$ cat src/rtl/cpu_pkg.sv
// Shared definitions for the forwarding/hazard block: select codes, pipeline slot layout
// and the register-match rule used by both the forward and stall logic.
package cpu_pkg;
  localparam int REG_W = 4;

  localparam logic [1:0] FWD_REG   = 2'b00;
  localparam logic [1:0] FWD_MEMWB = 2'b01;
  localparam logic [1:0] FWD_EXMEM = 2'b10;
  localparam logic [1:0] FWD_MERGE = 2'b11;

  typedef struct packed {
    logic             valid;
    logic             regwrite;
    logic             memread;
    logic             lhb;
    logic [REG_W-1:0] rd;
  } slot_t;

  typedef struct packed {
    slot_t            s;
    logic [REG_W-1:0] rs;
    logic [REG_W-1:0] rt;
    logic             uses_rs;
    logic             uses_rt;
  } ex_slot_t;

  // R0 is hardwired to zero, so a writer to R0 never produces a forwardable value.
  function automatic logic slot_match(slot_t s, logic [REG_W-1:0] r);
    return s.valid && s.regwrite && (s.rd == r) && (r != '0);
  endfunction
endpackage

$ cat src/rtl/fwd_select.sv
// Per-operand forward select: picks the youngest in-flight producer of one EX source register.
module fwd_select
  import cpu_pkg::*;
(
  input  logic [REG_W-1:0] src,
  input  logic             uses,
  input  slot_t            mem_s,
  input  slot_t            wb_s,
  output logic [1:0]       code
);
  logic mem_hit;
  logic wb_hit;

  assign mem_hit = uses && slot_match(mem_s, src);
  assign wb_hit  = uses && slot_match(wb_s, src);

  // A load still in MEM has no data yet; the load-use stall guarantees it is in WB instead.
  always_comb begin
    code = FWD_REG;
    if (mem_hit && mem_s.lhb && wb_hit)  code = FWD_MERGE;
    else if (mem_hit && !mem_s.memread)  code = FWD_EXMEM;
    else if (wb_hit)                     code = FWD_MEMWB;
  end
endmodule

$ cat src/rtl/fwd_hazard_unit.sv
// Tracks destination info for EX/MEM/WB, drives the EX forward selects, the load-use
// stall and a saturating stall-cycle counter.
module fwd_hazard_unit
  import cpu_pkg::*;
#(
  parameter int CNT_W = 16
) (
  input  logic             clk,
  input  logic             rst,
  input  logic             id_valid,
  input  logic [REG_W-1:0] id_rs,
  input  logic [REG_W-1:0] id_rt,
  input  logic             id_uses_rs,
  input  logic             id_uses_rt,
  input  logic [REG_W-1:0] id_rd,
  input  logic             id_regwrite,
  input  logic             id_memread,
  input  logic             id_lhb,
  input  logic             flush,
  input  logic             hold,
  output logic [1:0]       forwardA,
  output logic [1:0]       forwardB,
  output logic             stall,
  output logic [CNT_W-1:0] stall_cnt
);
  ex_slot_t ex_s;
  ex_slot_t ex_next;
  slot_t    mem_s;
  slot_t    wb_s;
  logic     load_use;

  fwd_select u_fwd_a (
    .src   (ex_s.rs),
    .uses  (ex_s.uses_rs),
    .mem_s (mem_s),
    .wb_s  (wb_s),
    .code  (forwardA)
  );

  fwd_select u_fwd_b (
    .src   (ex_s.rt),
    .uses  (ex_s.uses_rt),
    .mem_s (mem_s),
    .wb_s  (wb_s),
    .code  (forwardB)
  );

  assign load_use = id_valid && ex_s.s.valid && ex_s.s.memread && ex_s.s.regwrite &&
                    (ex_s.s.rd != '0) &&
                    ((id_uses_rs && (ex_s.s.rd == id_rs)) ||
                     (id_uses_rt && (ex_s.s.rd == id_rt)));

  // A frozen pipeline cannot insert a bubble, so hold masks the stall.
  assign stall = load_use && !hold;

  always_comb begin
    ex_next = '0;
    if (!(flush || stall)) begin
      ex_next.s.valid    = id_valid;
      ex_next.s.regwrite = id_regwrite;
      ex_next.s.memread  = id_memread;
      ex_next.s.lhb      = id_lhb;
      ex_next.s.rd       = id_rd;
      ex_next.rs         = id_rs;
      ex_next.rt         = id_rt;
      ex_next.uses_rs    = id_uses_rs;
      ex_next.uses_rt    = id_uses_rt;
    end
  end

  always_ff @(posedge clk or posedge rst) begin
    if (rst) begin
      ex_s      <= '0;
      mem_s     <= '0;
      wb_s      <= '0;
      stall_cnt <= '0;
    end else if (!hold) begin
      wb_s  <= mem_s;
      mem_s <= ex_s.s;
      ex_s  <= ex_next;
      if (stall && (stall_cnt != '1))
        stall_cnt <= stall_cnt + 1'b1;
    end
  end
endmodule

$ cat config.mk
export PLATFORM = sky130hd
export DESIGN_NAME = fwd_hazard_unit
export DESIGN_NICKNAME = d
export VERILOG_FILES = /design/src/rtl/cpu_pkg.sv /design/src/rtl/fwd_select.sv /design/src/rtl/fwd_hazard_unit.sv
export SDC_FILE = /design/constraint.sdc
export NUM_CORES = 1
export LEC_CHECK = 0
export CELL_PAD_IN_SITES_DETAIL_PLACEMENT = 1
export CELL_PAD_IN_SITES_GLOBAL_PLACEMENT = 1
export CORE_ASPECT_RATIO = 1.75
export CORE_MARGIN = 3
export CORE_UTILIZATION = 30
export DETAILED_ROUTE_END_ITERATION = 10
export PLACE_DENSITY = 0.72
export SLEW_MARGIN = 15
export SYNTH_ARGS = -nofsm -noshare
export SYNTH_HDL_FRONTEND = slang
export SYNTH_SLANG_ARGS = --single-unit
$ cat constraint.sdc
create_clock -name clk -period 1.8 [get_ports clk]
set_input_delay 0.27 -clock clk [delete_from_list [all_inputs] [get_ports clk]]
set_output_delay 0.27 -clock clk [all_outputs]
set_load 0.02 [all_outputs]
# After elaboration in Yosys (flattened, before gate mapping)

Index checks and enable logic that the tools add are counted.

Flip-flop bits (word level): 48
Bits of input ports: 22
Output and inout port bits: 21
Word-level logic and storage cells: 71

$add $sub $neg: 1
Equal/unequal tests: 7
Mux-type cells: 7
Bitwise gates (word level): 1
Reduce and logical (&&, ||, !) cells: 37

Operators with widths:

| kind                    | number |
|---|---|
| $logic_and A1 B1 Y1     | 29 |
| $eq A4 B4 Y1            | 6 |
| $mux W18                | 1 |
| $add A16 B1 Y16 const B | 1 |
| $ne A16 B16 Y1 const B  | 1 |
| $reduce_bool A4 Y1      | 3 |
| $mux W2                 | 4 |
| $logic_not A1 Y1        | 2 |
| $logic_or A1 B1 Y1      | 2 |
| $mux W1                 | 2 |
| $reduce_and A2 Y1       | 1 |
| $not A1 Y1              | 1 |

# Longest topological paths before layout

Gate-level depths: netlist of run 1.

Depth in word-level cells: 8
Depth in mapped cells: 6
Mapped depth without buffers: 6

# Modules after synthesis

A second synthesis of run 1 with hierarchy kept.

Cells, all modules: 211
Area total of the unflattened synthesis: 2528.7 sq um

Modules (own cells, without submodules):

| module          | times used | cells each | area each (sq um) | seq. area each (sq um) |
|---|---|---|---|---|
| fwd_hazard_unit | 1          | 169        | 2248.4            | 1251.2 |
| fwd_select      | 2          | 21         | 140.1             | 0.0 |

# Worst setup path before layout of run 1

No wires, ideal clock.

Path type: flip-flop to output port
From: reg ex_s[11] (netlist name)
To: out stall
Arrival: 1654 ps
Required time: 1530 ps
Setup slack: -124 ps
Cell stages (with the launch flop): 6
Buffers on the path: 1
Cell sequence: dfrtp_1 xor2_1 nor4_2 o21ai_2 buf_2 inv_1

Cells in the longest elaborated chain, start to end: 5
Elaborated cells on any way between the ends: 9
Those cells by class: eq/ne (2); reduce/logical (7)

Ends and longest elaborated chain:

| item                                          | RTL line                                     | text |
|---|---|---|
| start: declaration                            | fwd_hazard_unit.sv:26                        | `ex_slot_t ex_s;` |
| start signal: assignment                      | fwd_hazard_unit.sv:80                        | `ex_s <= ex_next;` |
| $eq A4 B4 Y1, on equally long branches        | fwd_hazard_unit.sv:50, fwd_hazard_unit.sv:51 |  |
| $logic_and A1 B1 Y1, on equally long branches | fwd_hazard_unit.sv:50, fwd_hazard_unit.sv:51 |  |
| $logic_or A1 B1 Y1                            | fwd_hazard_unit.sv:50                        | `((id_uses_rs && (ex_s.s.rd == id_rs)) \|\|` |
| $logic_and A1 B1 Y1 *                         | fwd_hazard_unit.sv:49                        | `(ex_s.s.rd != '0) &&` |
| $logic_and A1 B1 Y1 *                         | fwd_hazard_unit.sv:54                        | `assign stall = load_use && !hold;` |
| end: declaration                              | fwd_hazard_unit.sv:23                        | `output logic stall,` |

Every way passes the cells marked *; elsewhere a longest branch is shown, timed or not.

# Worst setup path in the final report of run 1

From: reg ex_s[8] (netlist name)
To: out forwardA[1]

Cells in the longest elaborated chain, start to end: 7
Elaborated cells on any way between the ends: 14
Those cells by class: eq/ne (2); mux (2); reduce/logical (10)

Ends and longest elaborated chain:

| item                                                  | RTL line                           | text |
|---|---|---|
| $eq A4 B4 Y1                                          | cpu_pkg.sv:29                      | `return s.valid && s.regwrite && (s.rd == r) && (r != '0);` |
| $logic_and A1 B1 Y1 (2 in a row)                      | cpu_pkg.sv:29                      |  |
| $logic_and A1 B1 Y1                                   | fwd_select.sv:14                   | `assign mem_hit = uses && slot_match(mem_s, src);` |
| $logic_and A1 B1 Y1, on equally long branches         | fwd_select.sv:21, fwd_select.sv:20 |  |
| $mux W2 / $logic_and A1 B1 Y1 (equally long branches) | fwd_select.sv:21, fwd_select.sv:20 |  |
| $mux W2 *                                             | fwd_select.sv:20                   | `if (mem_hit && mem_s.lhb && wb_hit) code = FWD_MERGE;` |
| end: declaration                                      | fwd_hazard_unit.sv:21              | `output logic [1:0] forwardA,` |

Marked as above.

==> impl_metrics.tcl, run 1 <==
set metrics [dict create \
    syn_to_final_growth_pct 61.9 \
    synth_cells 213 \
    hpwl_um 5220 \
    grt_max_degree 49 \
    crit_chain "buf_4 > o41ai_4 > buf_4 > nor4_4 > a21boi_2 > buf_6" \
    period_needed_ps 2020 \
    syn_avg_cell_area_um2 11.6 \
    die_h_um 126 \
    initial_core_util_pct 30.9 \
    setup_violations 8 \
    final_hold_viol_count 0 \
    place.gp.congestion 0.816 \
    cts_tree "done" \
    wire_per_inst_um 20.6 \
    die_w_um 74.5 \
    async_reset_ff_share_pct 100 \
    slew_violations 0 \
    violations "setup timing" \
    p_leak_nw 1.68 \
    cts.htree.levels 2 \
    max_stage_delay_ps 420 \
    synth_area_leaders "dfrtp_1 49%, xnor2_1 10%, mux2_2 6.4%" \
    fin_crit_sh_pct 112 \
    cp-end-kind "primary output" \
    crit_arrival_ps 1750 \
    fmax_mhz 496 \
    fin_area_mm2 0.00399 \
    portBuffers 42 \
    dp.cells 379 \
    vias 2123 \
    critPathMostFrequentCell "buf_4" \
    setup_tns_ps -903 \
    synth.distinct_cells 32 \
    setup_slack_ps -216 \
    wirelength_um 8240 \
    crit_required_ps 1530 \
    dp_slack_ps -586 \
    yosys_warnings 0 \
    nFillCells 855 \
    synth_top_area_cell "dfrtp_1" \
    grt_pass1_vias 2473 \
    min_path_type "in2async" \
    max_cap_viol_count 0 \
    rsz0062_at_grt "true" \
    slowest_stage "dfrtp_2" \
    synth_edf_count 0 \
    synth_common_cells "48 x dfrtp_1, 29 x xnor2_1, 14 x mux2_2" \
    cts_root_buffer "clkbuf_16" \
    hold_buffers 0 \
    crit_type "reg2out" \
    fin_worst_skew_ps 6.29 \
    drt-initial-drc-count 76 \
    drc 0 \
    die_area_mm2 0.00937 \
    ant_nets 0 \
    dr.pass1.iters 4 \
    stdcell_count 400 \
    synth_top_area_share_pct 48.8 \
    insertion_delay_ps 300 \
    num_rows 43 \
    syn-num-nets 236 \
    nets 332 \
    start_kind "flip-flop" \
    core-area_mm2 0.00796 \
    dpl_cell_area_mm2 0.00331 \
    synth_flop_cell "dfrtp_1" \
    tightest_slew_ps 635 \
    seqCellArea_mm2 0.00122 \
    status "finished with violations" \
    grt_usage_pct 17.6 \
    syn_area_mm2 0.00246 \
    antenna_found_initial 0 \
    irDropWorstVdd_uv 534 \
    routed_via_density 5.31 \
    maxSlewHeadroom_pct 57.5 \
    yosysSeqAreaShare_pct 48.8 \
    grt_overflow 0 \
    yosys.cell_count.top_type "dfrtp_1" \
    drive_above_1_share_pct 44.5 \
    crit_fanout 3 \
    synth-seq-cells 48 \
    grt_pass1_wl_um 12500 \
    multi_input_area_mm2 0.00155 \
    cts_sinks 48 \
    cts_made_buffers 5 \
    power.density_mw_per_mm2 697 \
    clk_pin_slew_ps 70 \
    boundaryPins 43 \
    cts.path.max_buffers 2 \
    diodes 0 \
]
[metal layers]
layer  vias up  part of all wire [%]  GRT usage [%]
met5         -                     0              0
met4         0                   2.7           5.35
met3        13                   2.5           3.04
met2        44                    59           33.4
met1      1081                    36           18.7
li1        985                     -              -
[critical path: cells and delay by family, from the launching register on]
| family | cells | cell delay [ps] |
|---|---|---|
| compound gates | 2 | 290 |
| buf+inv | 3 | 440 |
| flops | 1 | 420 |
| simple gates | 1 | 310 |
[cell type report]
type	count	share of cell area, %
Clock buffer	8	3.92
Inverter	2	0.188
Multi-Input combinational cell	154	39.0
Sequential cell	48	30.5
Tap cell	90	2.83
Timing Repair Buffer	98	23.5
[power breakdown]
group	total, W	internal (W)	leakage [nW]	switching (W)
Clock	0.00100	0.000593	0.0772	0.000410
Sequential	0.00125	0.00115	0.622	0.0000999
Combinational	0.000522	0.000291	0.982	0.000230
Total	0.00278	0.00204	1.68	0.000740
[registers in the layout, indices dropped and copies added (netlist names)]
register	count
stall_cnt	16
wb_s	6
ex_s	18
mem_s	8
[final timing paths]
| check | startpoint | end | slack [ps] | depth (start not counted) |
|---|---|---|---|---|
| max reg2reg | ex_s[10]$_DFFE_PP0N_ | stall_cnt[1]$_DFFE_PP0P_ | -40 | 6 |
| max in group asynchronous | rst | ex_s[4]$_DFFE_PP0N_ | 1210 | 3 |
| min in group clk | id_valid | ex_s[17]$_DFFE_PP0N_ | 480 | 3 |
| max | ex_s[8]$_DFFE_PP0N_ | forwardA[1] | -220 | 6 |
| min reg2reg | ex_s[14]$_DFFE_PP0N_ | ex_s[14]$_DFFE_PP0N_ | 500 | 1 |
| min | rst | stall_cnt[0]$_DFFE_PP0P_ | 330 | 3 |
[cell families (layout without fill, tap and decap cells)]
kind of cell / Yosys count / after routing / synth area share [%]
simple gates: 59 / 59 / 14.8
xor+xnor: 39 / 39 / 13.9
compound gates: 41 / 41 / 13.7
buf+inv: 11 / 108 / 1.88
mux: 14 / 14 / 6.41
fa+ha+maj: 1 / 1 / 0.508
flops: 48 / 48 / 48.8
[what timing repair did]
item,CTS,global route
cloned,0,2
gates resized for setup,74,42
setup endpoints to repair,23,22
buffers inserted,9,7
pin swaps,19,22
[through the flow]
step           util (%)  total power (W)  hold slack (ps)
6_report           50.0          0.00278              334
5_1_grt            50.0          0.00290              370
4_1_cts            46.3          0.00272              351
3_5_place_dp       41.6          0.00165              491
3_3_place_gp       41.6          0.00163              487
2_1_floorplan         -          0.00146              432
[cells in the final DEF (no fill, tap or decap), types with 2 or more instances in the layout]
master	count
buf_4	47
o21ai_1	2
and3_1	6
mux2_2	14
dlymetal6s2s_1	2
xnor2_2	6
a32o_1	7
nor3b_1	11
nand3_2	3
nor4_4	7
o41ai_4	2
nand2_2	2
a21boi_2	4
clkbuf_16	7
clkbuf_8	2
xor2_1	6
nand3_1	7
o2111ai_4	2
o2111ai_2	2
dfrtp_1	35
a22o_1	11
xor2_2	4
o211ai_1	5
nand2_1	6
nand4_1	3
o21ai_2	2
buf_12	3
o2111ai_1	2
dfrtp_2	13
clkdlybuf4s50_1	33
buf_6	9
nor2_1	4
dlygate4sd2_1	2
xnor2_1	23
(Power assumes the default switching activity.)
==> run 2, diff against run 1 <==
--- a/config.mk
+++ b/config.mk
@@ -12,6 +12,7 @@
 export CORE_UTILIZATION = 30
 export DETAILED_ROUTE_END_ITERATION = 10
 export PLACE_DENSITY = 0.72
+export SKIP_CTS_REPAIR_TIMING = 1
 export SLEW_MARGIN = 15
 export SYNTH_ARGS = -nofsm -noshare
 export SYNTH_HDL_FRONTEND = slang
==> run 2 against run 1 <==
Compared with the run above: the run still ends with setup timing left; cell area unchanged; non-clock buffer count up 3; power down 1.1%; sequential cell count unchanged; fmax down 4.2%; combinational power down 4.6%; routed wire length up 4.4%; clock skew about the same; critical path type unchanged; largest power group unchanged; highest routed layer unchanged.
==> impl_metrics.tcl, run 2 (same netlist as run 1, synthesis figures left out) <==
set metrics [dict create \
    largest_reg_flops 18 \
    maxSlewHeadroom_pct 60.6 \
    crit_type "reg2out" \
    dr.pass1.iters 4 \
    switching_share_pct 26.3 \
    grt_pass1_wl_um 11600 \
    fmax_mhz 475 \
    num_rows 43 \
    seqPwrFrac_pct 45.5 \
    p_sw_w 0.000722 \
    antenna_found_initial 0 \
    grt_pass1_vias 2353 \
    r2r-start "ex_s[12]$_DFFE_PP0N_" \
    crit_chain "xnor2_2 > nand2_2 > nor4_4 > o21ai_2 > inv_1 > buf_6" \
    crit_fanout 3 \
    setup_violations 37 \
    insertion_delay_ps 300 \
    p_leak_nw 1.70 \
    initial_core_util_pct 30.9 \
    portBuffers 42 \
    vias 2180 \
    drc 0 \
    slew_violations 0 \
    rsz0062_at_grt "true" \
    drive_above_1_share_pct 42.5 \
    slowest_stage "nor4_4" \
    grt_overflow 0 \
    routed_via_density 5.41 \
    die_area_mm2 0.00937 \
    status "finished with violations" \
    crit_required_ps 1530 \
    period_needed_ps 2110 \
    grt_usage_pct 16.1 \
    wirelength_um 8610 \
    crit_arrival_ps 1840 \
    die_w_um 74.5 \
    fin_area_mm2 0.00399 \
    hpwl_um 5220 \
    power.density_mw_per_mm2 689 \
    clk_pin_slew_ps 70 \
    dpl_cell_area_mm2 0.00331 \
    irDropWorstVdd_uv 536 \
    cts_root_buffer "clkbuf_16" \
    start_kind "flip-flop" \
    min_path_type "in2async" \
    setup_slack_ps -306 \
    boundaryPins 43 \
    regMostFlops "ex_s" \
    ant_nets 0 \
    drt-initial-drc-count 63 \
    die_h_um 126 \
    wire_per_inst_um 21.4 \
    largestRegisters "ex_s: 18 flops, stall_cnt: 16 flops, mem_s: 8 flops" \
    nets 335 \
    r2r_end "ex_s[16]$_DFFE_PP0N_" \
    cts.path.max_buffers 2 \
    final_common_cell "buf_4" \
    fin_crit_sh_pct 117 \
    core-area_mm2 0.00796 \
    grt_max_degree 49 \
    pwr-share-comb_pct 18.2 \
    diodes 0 \
    power_frac_clock_pct 36.3 \
    violations "setup timing" \
    syn_to_final_growth_pct 61.9 \
    max_cap_viol_count 0 \
    tightest_slew_ps 589 \
    p_int_w 0.00202 \
    holdWs_ps 325 \
    cts_made_buffers 5 \
    fin_worst_skew_ps 6.77 \
    r2r_setup_slack_ps -200 \
    final_hold_viol_count 0 \
    cts.htree.levels 2 \
    reg2reg_depth 7 \
    cts_sinks 48 \
    max_stage_delay_ps 460 \
    cp-end-kind "primary output" \
    place.gp.congestion 0.816 \
    cts_tree "done" \
    final_cell_mix "44 x buf_4, 38 x dfrtp_1, 36 x clkdlybuf4s50_1, 23 x xnor2_1" \
    setup_tns_ps -4950 \
]
## run 2: critical path: cells and delay by family (launching register included)
family	cells	cell delay, ps
AOI/OAI and AO/OA	1	180
xor gates and xnor gates	1	160
buffers and inverters	2	210
DFF	1	440
and+or+nand+nor	2	550
## run 2: per-stage QoR
stage | power (W) | std cells | setup slack (ps) | utilization, %
finish | 0.00275 | 403 | -306 | 50.0
global route | 0.00287 | 403 | -352 | 50.0
CTS | 0.00265 | 387 | -819 | 43.5
detailed placement | 0.00165 | 379 | -586 | 41.6
global placement | 0.00163 | 379 | -571 | 41.6
floorplan | 0.00146 | 213 | -9.40 | -
## run 2: cell type report
type | instances | area (um2)
clock buffer | 8 | 156
tap | 90 | 113
fill | 845 | 3980
inverter | 2 | 7.51
sequential | 48 | 1210
multi-input combinational | 154 | 1530
timing repair buffer | 101 | 966
## run 2: worst max-delay path by stage
stage,startpoint,endpoint,slack [ps],cells after the start
floorplan,ex_s[11]$_DFFE_PP0N_,stall,-9,5
global placement,id_rs[1],stall,-570,6
detailed placement,id_rs[1],stall,-590,6
CTS,ex_s[9]$_DFFE_PP0N_,forwardA[1],-820,6
global route,ex_s[9]$_DFFE_PP0N_,forwardA[1],-350,6
finish,ex_s[12]$_DFFE_PP0N_,stall,-310,6
## run 2: routing by layer
metal  GRT usage [%]  vias to the layer above  share of wire, %
li1                -                      995                 -
met3            2.96                       15               2.9
met4            6.18                        0               2.6
met1            16.9                     1117                35
met2            30.2                       53                59
met5               0                        -                 0
## run 2: power groups by stage
stage / registers (W) / logic, W / clock network (W)
3_3_place_gp: 0.00125 / 0.000382 / 0
5_1_grt: 0.00126 / 0.000540 / 0.00107
4_1_cts: 0.00123 / 0.000400 / 0.00102
3_5_place_dp: 0.00125 / 0.000396 / 0
6_report: 0.00125 / 0.000498 / 0.000998
2_1_floorplan: 0.00123 / 0.000227 / 0
==> run 3, diff against run 2 <==
--- a/config.mk
+++ b/config.mk
@@ -5,7 +5,7 @@
 export SDC_FILE = /design/constraint.sdc
 export NUM_CORES = 1
 export LEC_CHECK = 0
-export CELL_PAD_IN_SITES_DETAIL_PLACEMENT = 1
+export CELL_PAD_IN_SITES_DETAIL_PLACEMENT = 0
 export CELL_PAD_IN_SITES_GLOBAL_PLACEMENT = 1
 export CORE_ASPECT_RATIO = 1.75
 export CORE_MARGIN = 3
==> constraint.sdc (replaced) <==
create_clock -name clk -period 1.8 [get_ports clk]
set_input_delay 0.36 -clock clk [delete_from_list [all_inputs] [get_ports clk]]
set_output_delay 0.36 -clock clk [all_outputs]
set_load 0.02 [all_outputs]
==> run 3 against run 2 <==
Compared with the run above: largest cell class unchanged; sequential power hardly changed; critical path depth is 1 lower; sequential share of layout area is 0.58 points higher; the flow still finishes with violations (setup timing); clock skew is 0.68 ps higher; first-iteration DRC count is 84% higher.
==> impl_metrics.tcl, run 3 (same netlist as run 1, synthesis figures left out) <==
set metrics [dict create \
    route.met3.wl_um 258 \
    wl_met1_um 2500 \
    die_w_um 74.5 \
    cts.htree.levels 2 \
    wire_per_inst_um 17.9 \
    rsz0062_at_grt "true" \
    holdWs_ps 360 \
    status "finished with violations" \
    cts_made_buffers 5 \
    power_frac_clock_pct 35.5 \
    grt_pass1_vias 2146 \
    seqPwrFrac_pct 46.7 \
    die_h_um 126 \
    setup_tns_ps -2490 \
    vias 2051 \
    crit_fanout 4 \
    p_int_w 0.00197 \
    routed_via_density 5.21 \
    met2_length_um 4220 \
    power.density_mw_per_mm2 679 \
    pwr-share-comb_pct 17.8 \
    insertion_delay_ps 280 \
    period_needed_ps 2110 \
    irDropWorstVdd_uv 521 \
    max_stage_delay_ps 450 \
    final_hold_viol_count 0 \
    fin_worst_skew_ps 7.46 \
    top_layer "met4" \
    violations "setup timing" \
    wirelength_um 7040 \
    clk_pin_slew_ps 70 \
    r2r_setup_slack_ps -140 \
    fmax_mhz 474 \
    largestRegisters "ex_s: 18 flops, stall_cnt: 16 flops, mem_s: 8 flops" \
    p_leak_nw 1.66 \
    max_cap_viol_count 0 \
    drt-initial-drc-count 116 \
    slowest_stage "dfrtp_2" \
    num_rows 43 \
    grt_pass1_wl_um 10900 \
    setup_slack_ps -310 \
    diodes 0 \
    grt_usage_pct 14.9 \
    final_common_cell "buf_4" \
    start_kind "flip-flop" \
    final_cell_mix "41 x buf_4, 37 x dfrtp_1, 30 x clkdlybuf4s50_1, 27 x xnor2_1, 14 x mux2_2" \
    syn_to_final_growth_pct 59.1 \
    drc 0 \
    setup_violations 26 \
    grt_max_degree 45 \
    nFillCells 724 \
    die_area_mm2 0.00937 \
    hpwl_um 5090 \
    nets 326 \
    cts_sinks 48 \
    initial_core_util_pct 30.9 \
    slew_violations 0 \
    p_sw_w 0.000688 \
    boundaryPins 43 \
    regMostFlops "ex_s" \
    crit_arrival_ps 1750 \
    antenna_found_initial 0 \
    crit_chain "buf_4 > xor2_1 > nor4_1 > a21boi_2 > buf_6" \
    largest_reg_flops 18 \
    dr.pass1.iters 4 \
    fin_crit_sh_pct 117 \
    maxSlewHeadroom_pct 64.2 \
    crit_required_ps 1440 \
    place.gp.congestion 0.782 \
    crit_type "reg2out" \
    cp-end-kind "primary output" \
    cts_tree "done" \
    cts.path.max_buffers 2 \
    dp_slack_ps -733 \
    grt_overflow 0 \
    min_path_type "in2async" \
    switching_share_pct 25.8 \
    drive_above_1_share_pct 41.8 \
    ant_nets 0 \
    portBuffers 42 \
    cts_root_buffer "clkbuf_16" \
    core-area_mm2 0.00796 \
    tightest_slew_ps 534 \
]
[run 3: cell types whose count changed in the layout (fill, tap and decap cells not counted), sizes merged]
cell / before / now
buf: 62 / 55
clkdlybuf4s50: 36 / 30
dlymetal6s2s: 1 / 7
clkinvlp: 0 / 2
clkbuf: 10 / 6
[run 3: worst max-delay path: cells and delay by family, from the launching register on]
| family | cells | cell delay [ps] |
|---|---|---|
| and+or+nand+nor | 1 | 370 |
| DFF | 1 | 450 |
| xor gates and xnor gates | 1 | 130 |
| AOI/OAI and AO/OA | 1 | 250 |
| buffers and inverters | 2 | 280 |
[run 3: metrics by stage]
| step | instance area, um2 | std cells | util (%) | power, W |
|---|---|---|---|---|
| 2_1_floorplan | 2510 | 213 | - | 0.00146 |
| 3_3_place_gp | 3340 | 379 | 41.9 | 0.00164 |
| 3_5_place_dp | 3340 | 379 | 41.9 | 0.00165 |
| 4_1_cts | 3490 | 387 | 43.9 | 0.00260 |
| 5_1_grt | 3920 | 394 | 49.2 | 0.00279 |
| 6_report | 3920 | 394 | 49.2 | 0.00266 |
[run 3: layout make-up]
class	count	area (um2)	share of cell area, %
repair buffers	92	871	22.2
well taps	90	113	2.88
multi-input cells	154	1560	39.7
clock inverters	2	15.0	0.384
clock buffers	6	139	3.55
inverters	2	7.51	0.192
flip-flops and latches	48	1210	31.0
[run 3: worst paths after layout]
check                                                from                   endpoint  cells after the start
max in group asynchronous                             rst       ex_s[12]$_DFFE_PP0N_                      3
worst max register to register       ex_s[11]$_DFFE_PP0N_  stall_cnt[14]$_DFFE_PP0P_                      7
worst min register to register  stall_cnt[15]$_DFFE_PP0P_  stall_cnt[15]$_DFFE_PP0P_                      1
worst min-delay path                                  rst        ex_s[0]$_DFFE_PP0N_                      2
min in group clk                stall_cnt[15]$_DFFE_PP0P_  stall_cnt[15]$_DFFE_PP0P_                      1
worst max-delay path                  ex_s[6]$_DFFE_PP0N_                forwardA[1]                      5
[run 3: power groups by stage]
stage	logic, W	registers [W]	clock network [W]
after CTS	0.000400	0.00123	0.000968
after floorplan	0.000229	0.00123	0
after global routing	0.000513	0.00125	0.00102
after global placement	0.000388	0.00125	0
after detailed placement	0.000398	0.00125	0
final	0.000474	0.00124	0.000944
[run 3: metal layers]
metal,vias up,track usage (%)
met1,1039,17.0
met5,-,0
met4,0,4.61
met3,7,2.96
met2,37,26.8
li1,968,-
